### src/rtl/mux_pkg.sv
// Shared sizing and index helpers for the round-robin stream multiplexer.
package mux_pkg;

  function automatic int sel_width(input int n);
    return (n <= 2) ? 1 : $clog2(n);
  endfunction

  // Increment an index in [0, n) with wrap to 0.
  function automatic int next_idx(input int idx, input int n);
    return (idx + 1 >= n) ? 0 : idx + 1;
  endfunction

endpackage

### src/rtl/rr_pick.sv
// Combinational find-first-set starting at ptr and wrapping at N-1 -> 0.
// Zero latency; pure function of req and ptr, no flow control of its own.
module rr_pick
  import mux_pkg::*;
#(
  parameter int  N  = 8,
  localparam int PW = sel_width(N)
) (
  input  logic [N-1:0]  req,
  input  logic [PW-1:0] ptr,
  output logic          found,
  output logic [PW-1:0] idx
);

  localparam logic [PW:0] NV = (PW+1)'(N);

  logic [2*N-1:0] dbl;
  logic [N-1:0]   rot;
  logic [PW-1:0]  off;
  logic [PW:0]    sum;

  // Doubling the request vector turns the wrapped search into a plain shift.
  always_comb begin
    dbl   = {req, req};
    rot   = N'(dbl >> ptr);
    found = 1'b0;
    off   = '0;
    for (int i = N - 1; i >= 0; i--) begin
      if (rot[i]) begin
        found = 1'b1;
        off   = PW'(i);
      end
    end
    sum = {1'b0, ptr} + {1'b0, off};
    if (sum >= NV) sum = sum - NV;
    idx = sum[PW-1:0];
  end

endmodule

### src/rtl/rr_stream_mux.sv
// Round-robin N:1 valid/ready stream mux with a registered output beat and optional packet lock.
// One cycle latency, full throughput; in_ready is all zero while the held output beat is not taken.
module rr_stream_mux
  import mux_pkg::*;
#(
  parameter int  NUM_INPUTS  = 8,
  parameter int  WIDTH       = 8,
  parameter int  PACKET_MODE = 0,
  localparam int SEL_W       = sel_width(NUM_INPUTS)
) (
  input  logic                  clk,
  input  logic                  rst,
  input  logic [NUM_INPUTS-1:0] in_valid,
  output logic [NUM_INPUTS-1:0] in_ready,
  input  logic [WIDTH-1:0]      in_data [NUM_INPUTS],
  input  logic [NUM_INPUTS-1:0] in_last,
  output logic                  out_valid,
  input  logic                  out_ready,
  output logic [WIDTH-1:0]      out_data,
  output logic                  out_last,
  output logic [SEL_W-1:0]      out_sel
);

  logic [SEL_W-1:0]      ptr;
  logic [SEL_W-1:0]      ptr_nxt;
  logic [SEL_W-1:0]      gnt;
  logic                  lock;
  logic                  lock_nxt;
  logic                  found;
  logic                  load_en;
  logic [NUM_INPUTS-1:0] eligible;

  // While a packet is in flight only its owner may compete.
  always_comb begin
    eligible = in_valid;
    if (lock) eligible = in_valid & (NUM_INPUTS'(1) << ptr);
  end

  rr_pick #(
    .N (NUM_INPUTS)
  ) u_pick (
    .req   (eligible),
    .ptr   (ptr),
    .found (found),
    .idx   (gnt)
  );

  assign load_en  = !out_valid || out_ready;
  assign in_ready = (load_en && found && !rst) ? (NUM_INPUTS'(1) << gnt) : '0;

  always_comb begin
    ptr_nxt  = SEL_W'(next_idx(int'(gnt), NUM_INPUTS));
    lock_nxt = 1'b0;
    if (PACKET_MODE != 0 && !in_last[gnt]) begin
      ptr_nxt  = gnt;
      lock_nxt = 1'b1;
    end
  end

  always_ff @(posedge clk) begin
    if (rst) begin
      out_valid <= 1'b0;
      out_data  <= '0;
      out_last  <= 1'b0;
      out_sel   <= '0;
      ptr       <= '0;
      lock      <= 1'b0;
    end else if (load_en) begin
      out_valid <= found;
      if (found) begin
        out_data <= in_data[gnt];
        out_last <= in_last[gnt];
        out_sel  <= gnt;
        ptr      <= ptr_nxt;
        lock     <= lock_nxt;
      end
    end
  end

endmodule

### config.mk
export PLATFORM = sky130hd
export DESIGN_NAME = rr_stream_mux
export DESIGN_NICKNAME = d
export VERILOG_FILES = /design/src/rtl/mux_pkg.sv /design/src/rtl/rr_pick.sv /design/src/rtl/rr_stream_mux.sv
export SDC_FILE = /design/constraint.sdc
export NUM_CORES = 1
export LEC_CHECK = 0
export CELL_PAD_IN_SITES_DETAIL_PLACEMENT = 1
export CELL_PAD_IN_SITES_GLOBAL_PLACEMENT = 2
export CORE_MARGIN = 1
export CORE_UTILIZATION = 35
export DETAILED_ROUTE_END_ITERATION = 8
export DONT_BUFFER_PORTS = 1
export GPL_ROUTABILITY_DRIVEN = 0
export PLACE_DENSITY = 0.83
export SLEW_MARGIN = 20
export SYNTH_ARGS = -nofsm -noshare
export SYNTH_HDL_FRONTEND = slang
export SYNTH_SLANG_ARGS = --single-unit
### constraint.sdc
create_clock -name clk -period 5.5 [get_ports clk]
set_input_delay 1.1 -clock clk [delete_from_list [all_inputs] [get_ports clk]]
set_output_delay 1.1 -clock clk [all_outputs]
set_load 0.01 [all_outputs]
# Yosys cells after proc, flatten, opt, wreduce, memory -nomap -nowiden
# Index checks and enable logic that the tools add are counted.
[classes]
addsub = 3
n_lt_le_gt_ge = 4
shifts = 2
mux = 24
n_bitwise = 1
n_reduce_logical = 6
[op_table]
columns = ["op", "n"]
rows = [
  ["two-way mux 3 bit", 10],
  ["binary-select mux 8 bit (select 3 bit)", 1],
  ["two-way mux 8 bit", 3],
  ["right shift 16 x 3 -> 8 bit", 1],
  [">= comparator 4 bit (second input constant)", 3],
  ["two-way mux 1 bit", 9],
  ["<< shifter 1 x 3 -> 8 bit (first input constant)", 1],
  ["adder 3 x 1 -> 4 bit (second input constant)", 1],
  ["adder 3 x 3 -> 4 bit", 1],
  ["< comparator 3 x 4 -> 1 bit (second input constant)", 1],
  ["NOT 3 -> 4 bit", 1],
  ["binary-select mux 1 bit (select 3 bit)", 1],
  ["subtractor 3 x 1 -> 3 bit (second input constant)", 1],
  ["logical AND 1 bit", 2],
  ["logical NOT 1 bit", 2],
  ["AND reduction 2 bit", 1],
  ["logical OR 1 bit", 1],
]
[word_totals]
reg_bits = 16
inputBits = 83
out_inout_bits = 21

# Depth between registers and ports, before layout
[logic_depth]
word_depth = 16
depth_mapped = 16

# By module
# A second synthesis with hierarchy kept.
[hier_totals]
cells_unflattened = 268
hier_area_um2 = 2222.1
[modules_own_cells]
columns = ["module", "instances", "cells_each", "area_each_um2"]
rows = [
  ["rr_stream_mux", 1, 157, 1378.8],
  ["rr_pick", 1, 111, 843.3],
]

# Worst setup path after synthesis
# OpenSTA, ideal clock, no wires.
[synth_path]
path_type = "input -> output"
from = "in in_valid[6]"
to = "out in_ready[0]"
t_arrival_ps = 4066
slack_ps = 334
path_stages = 12
path_buffers = 1
cell_sequence = "clkbuf_1 mux4_2 nor2b_1 a21oi_1 o22a_1 a2111o_1 o311ai_0 ha_1 fa_1 xnor2_1 xnor2_1 and3_1"
[synth_between]
elab_chain_len = 14
word_cells_on_any_way = 25
classes_between = "2 x add/sub; 1 x order compare; 2 x shift; 18 x mux; 2 x reduce/logical"
[synth_lines]
columns = ["element", "line_no", "text"]
rows = [
  ["from (decl)", "rr_stream_mux.sv:13", "input logic [NUM_INPUTS-1:0] in_valid,"],
  ["right shift 16 x 3 -> 8 bit (*)", "rr_pick.sv:25", "rot = N'(dbl >> ptr);"],
  ["two-way mux 3 bit (8 in a row)", "rr_pick.sv:29", "if (rot[i]) begin"],
  ["adder 3 x 3 -> 4 bit", "rr_pick.sv:34", "sum = {1'b0, ptr} + {1'b0, off};"],
  [">= comparator 4 bit or subtractor 3 x 1 -> 3 bit (tied branches)", "rr_pick.sv:35", "if (sum >= NV) sum = sum - NV;"],
  ["two-way mux 3 bit", "rr_pick.sv:35", ""],
  ["<< shifter 1 x 3 -> 8 bit", "rr_stream_mux.sv:49", "assign in_ready = (load_en && found && !rst) ? (NUM_INPUTS'(1) << gnt) : '0;"],
  ["two-way mux 8 bit (*)", "rr_stream_mux.sv:49", ""],
  ["to (decl)", "rr_stream_mux.sv:14", "output logic [NUM_INPUTS-1:0] in_ready,"],
]
# Mark *: on every way between the ends. The rest lies on a longest branch, timed or not.

# Worst setup path after layout
[layout_path]
from = "reg ptr[1]"
to = "out in_ready[6]"
[layout_between]
elab_chain_len = 14
word_cells_on_any_way = 25
classes_between = "2 x add/sub; 1 x order compare; 2 x shift; 18 x mux; 2 x reduce/logical"
[layout_lines]
columns = ["element", "line_no", "text"]
rows = [
  ["from (decl)", "rr_stream_mux.sv:24", "logic [SEL_W-1:0] ptr;"],
  ["from (signal assigned)", "rr_stream_mux.sv:74", "ptr <= ptr_nxt;"],
  ["right shift 16 x 3 -> 8 bit", "rr_pick.sv:25", ""],
  ["two-way mux 3 bit (8 in a row)", "rr_pick.sv:29", ""],
  ["adder 3 x 3 -> 4 bit (*)", "rr_pick.sv:34", ""],
  [">= comparator 4 bit or subtractor 3 x 1 -> 3 bit (tied branches)", "rr_pick.sv:35", ""],
  ["two-way mux 3 bit (*)", "rr_pick.sv:35", ""],
  ["named net gnt[1]", "rr_stream_mux.sv:26", "logic [SEL_W-1:0] gnt;"],
  ["<< shifter 1 x 3 -> 8 bit (*)", "rr_stream_mux.sv:49", ""],
  ["two-way mux 8 bit (*)", "rr_stream_mux.sv:49", ""],
]
# The timed path passes the listed nets; every way through them passes the cells marked *.

==> run_results.csv <==
group,metric,value,unit
setup_path,critPathLaunchType,"flop",
logic_synthesis,yosys_register_bits,16,
grt,initial_antenna_violation_count,0,
logic_synthesis,syn_inst,218,
timing,maxSlewViolCount,0,
timing,final_min_period_over_clock_period,90.8,%
grt,first_pass_grt_wire_length,9490,µm
clock_network,cts-htree-levels,1,
clock_network,clock_tree.buffer_depth,2,
grt,grt_pass1_vias,1901,
logic_synthesis,post_synth_num_cell_types,52,
grt,globalRouteTotalUtil,18.9,%
timing,timing.clock.skew,5.37,ps
grt,grt-ovfl-total,0,
clock_network,worst_skew_pair.late_latency,250,ps
logic_synthesis,synthMuxAreaShare,27.5,%
floorplanning,floorplan.die.width,81.2,µm
logic_synthesis,syn-num-nets,307,
clock_network,total_clock_sinks,16,
timing,maxClockFrequency,0.200,GHz
power_and_ir_drop,power.leakage,0.757,nW
outcome,run_status,"finished, final reports clean",
timing,layout_setup_ws,505,ps
logic_synthesis,post-synth-top-area-cell,"sky130_fd_sc_hd__mux4_2",
logic_synthesis,yosysWarnings,0,
clock_network,clk_pin_slew,70,ps
floorplanning,initial_core_util,36.6,%
clock_network,clock_tree_from_tritoncts,"yes",
floorplanning,placeable_core_region,5990,µm²
clock_network,clk_root_buffer_cell,"sky130_fd_sc_hd__clkbuf_8",
floorplanning,die-area,6590,µm²
grt,pin_count_of_the_biggest_net_entering_global_routing,29,
timing,setup-tns-final,0,ps
layout,antenna_cells,0,
setup_path,critical_path.max_fanout,28,
detailed_routing,detailedRoute.firstIterationViolations,38,
clock_network,tritoncts.num_buffers,3,
logic_synthesis,synth-edff-count,0,
power_and_ir_drop,max-vdd-ir-drop,0.383,mV
logic_synthesis,synth_compound_area_share,21.7,%
detailed_routing,wl_per_cell,21.8,µm
setup_path,ff2ff_setup_slack,1380,ps
timing,rsz0062_at_grt,"false",
timing,setup-violations-final,0,
setup_path,critical_path_required,4400,ps
timing,finalHoldViolations,0,
logic_synthesis,synth-simple-area-share,22.5,%
floorplanning,die_height,81.2,µm
place,buffer_ports.inserted,0,
clock_network,cts_setup_buffers,0,
flow_run,number_of_max_cap_violations,0,
logic_synthesis,yosys.cell_count.top_type,"sky130_fd_sc_hd__mux4_2",
setup_path,endpoint_kind,"primary output",
detailed_routing,final_antenna_net_count,0,
detailed_routing,routed_wl,6100,µm
logic_synthesis,async_flop_share,0,%
setup_path,setup.worst_path.class,"flop to primary output",
logic_synthesis,post_synth_main_area_contributors,"sky130_fd_sc_hd__mux4_2 26%, sky130_fd_sc_hd__dfxtp_1 15%, sky130_fd_sc_hd__o221ai_1 6.8%",
logic_synthesis,syn-cell-area,2190,µm²
clock_network,post_cts_resized,0,
place,half_perimeter_wire_length_after_placement,4780,µm
timing,worst_max_slew_margin_expressed_relative_to_the_limit,40.9,%
floorplanning,top_level_ports,104,
clock_network,holdBufCountCts,0,
detailed_routing,route.detailed.drc,0,
timing,tightest_slew,886,ps
logic_synthesis,synth_top_family_by_area,"multiplexers",
logic_synthesis,ys_top_cells_by_count,"25 x sky130_fd_sc_hd__mux4_2, 21 x sky130_fd_sc_hd__nor3_1, 17 x sky130_fd_sc_hd__o221ai_1",
logic_synthesis,share_of_the_synthesized_area_in_the_top_cell_type,25.7,%
logic_synthesis,synthXorXnorAreaFrac,2.45,%
hold_path,hold_class,"flop to flop",
layout,finalNetCount,294,
layout,layout-area-overhead-vs-synth,2.57,%
place,place_ws,508,ps
logic_synthesis,yosysSeqAreaShare,14.6,%
floorplanning,fp-row-count,28,
detailed_routing,avgViaCountPerCell,6.71,
logic_synthesis,syn-mean-instance-area,10.1,µm²
timing,fin_crit,4990,ps
detailed_routing,iteration_count_of_the_initial_detailed_routing_pass,4,
power_and_ir_drop,power.density,907,nW/µm²
logic_synthesis,synth-adder-area-share,3.76,%
logic_synthesis,synth-main-ff-cell,"sky130_fd_sc_hd__dfxtp_1",
layout,post_route_cells_drive_above_1_share,27.9,%
setup_path,arrival,3890,ps
detailed_routing,via_count,1873,
## power by group
group	internal (mW)	switching [mW]	total, mW
registers	0.165	0.0843	0.249
logic	0.812	0.870	1.68
clock network	0.0636	0.0456	0.109
## flip-flops by register name, indices dropped and copies added (netlist names)
signal	cells
out_valid	1
out_sel	3
ptr	3
out_last	1
out_data	8
## through the flow
step | hold WS (ps) | area, µm² | power [mW] | util [%] | instances
4_1_cts | 508 | 2250 | 2.07 | 37.6 | 279
6_report | 507 | 2250 | 2.04 | 37.6 | 279
5_1_grt | 518 | 2250 | 2.23 | 37.6 | 279
3_5_place_dp | 497 | 2190 | 1.95 | 36.6 | 275
2_1_floorplan | 481 | 2190 | 1.69 | - | 218
3_3_place_gp | 489 | 2190 | 1.90 | 36.6 | 275
## placed cells by master, fill, tap and decap left out, types with 6 or more instances in the layout
cell type / netlist / layout
sky130_fd_sc_hd__dfxtp_1: 16 / 16
sky130_fd_sc_hd__and3_1: 8 / 8
sky130_fd_sc_hd__inv_1: 7 / 7
sky130_fd_sc_hd__nor3b_1: 8 / 8
sky130_fd_sc_hd__nor2_1: 14 / 14
sky130_fd_sc_hd__mux4_2: 25 / 25
sky130_fd_sc_hd__buf_4: 0 / 6
sky130_fd_sc_hd__a211oi_2: 9 / 9
sky130_fd_sc_hd__nor3_1: 21 / 21
sky130_fd_sc_hd__o221ai_1: 17 / 17
## critical path: stages, from the launching register on
cell	delay, ps
sky130_fd_sc_hd__dfxtp_1	900
sky130_fd_sc_hd__mux4_2	470
sky130_fd_sc_hd__nor2b_1	160
sky130_fd_sc_hd__a21oi_1	60
sky130_fd_sc_hd__o22a_1	190
sky130_fd_sc_hd__a2111o_1	370
sky130_fd_sc_hd__o311ai_0	110
sky130_fd_sc_hd__ha_1	240
sky130_fd_sc_hd__fa_1	470
sky130_fd_sc_hd__buf_4	250
sky130_fd_sc_hd__ha_1	220
sky130_fd_sc_hd__and3_1	180
## layer usage
metal	GRT usage, %	wire [µm]	vias to the layer above
met5	0	0	-
met4	6.79	87	0
met3	3.26	410	6
met2	32.6	3150	71
met1	23.5	2450	933
li1	-	-	863
## cell type report
type	instances	area [µm²]
clock buffers	4	55.1
fillers	675	3740
inverters	7	26.3
multi-input cells	171	1710
flip-flops and latches	16	320
well taps	75	93.8
repair buffers	6	45.0
## cell families (layout without fill, tap and decap cells)
logic type | after synthesis | after routing
fa+ha+maj | 6 | 6
simple gates | 82 | 82
xor+xnor | 4 | 4
compound gates | 50 | 50
flops | 16 | 16
mux | 29 | 29
buf+inv | 31 | 17
## worst paths after layout
kind,startpoint,end,cells after the start
worst max-delay path,ptr[1],in_ready[6],11
worst min-delay path,out_sel[0],out_sel[0],2
worst max register to register,ptr[1],out_data[6],11
worst min register to register,out_sel[0],out_sel[0],2
Note: power is estimated with default switching activity, not from simulation.
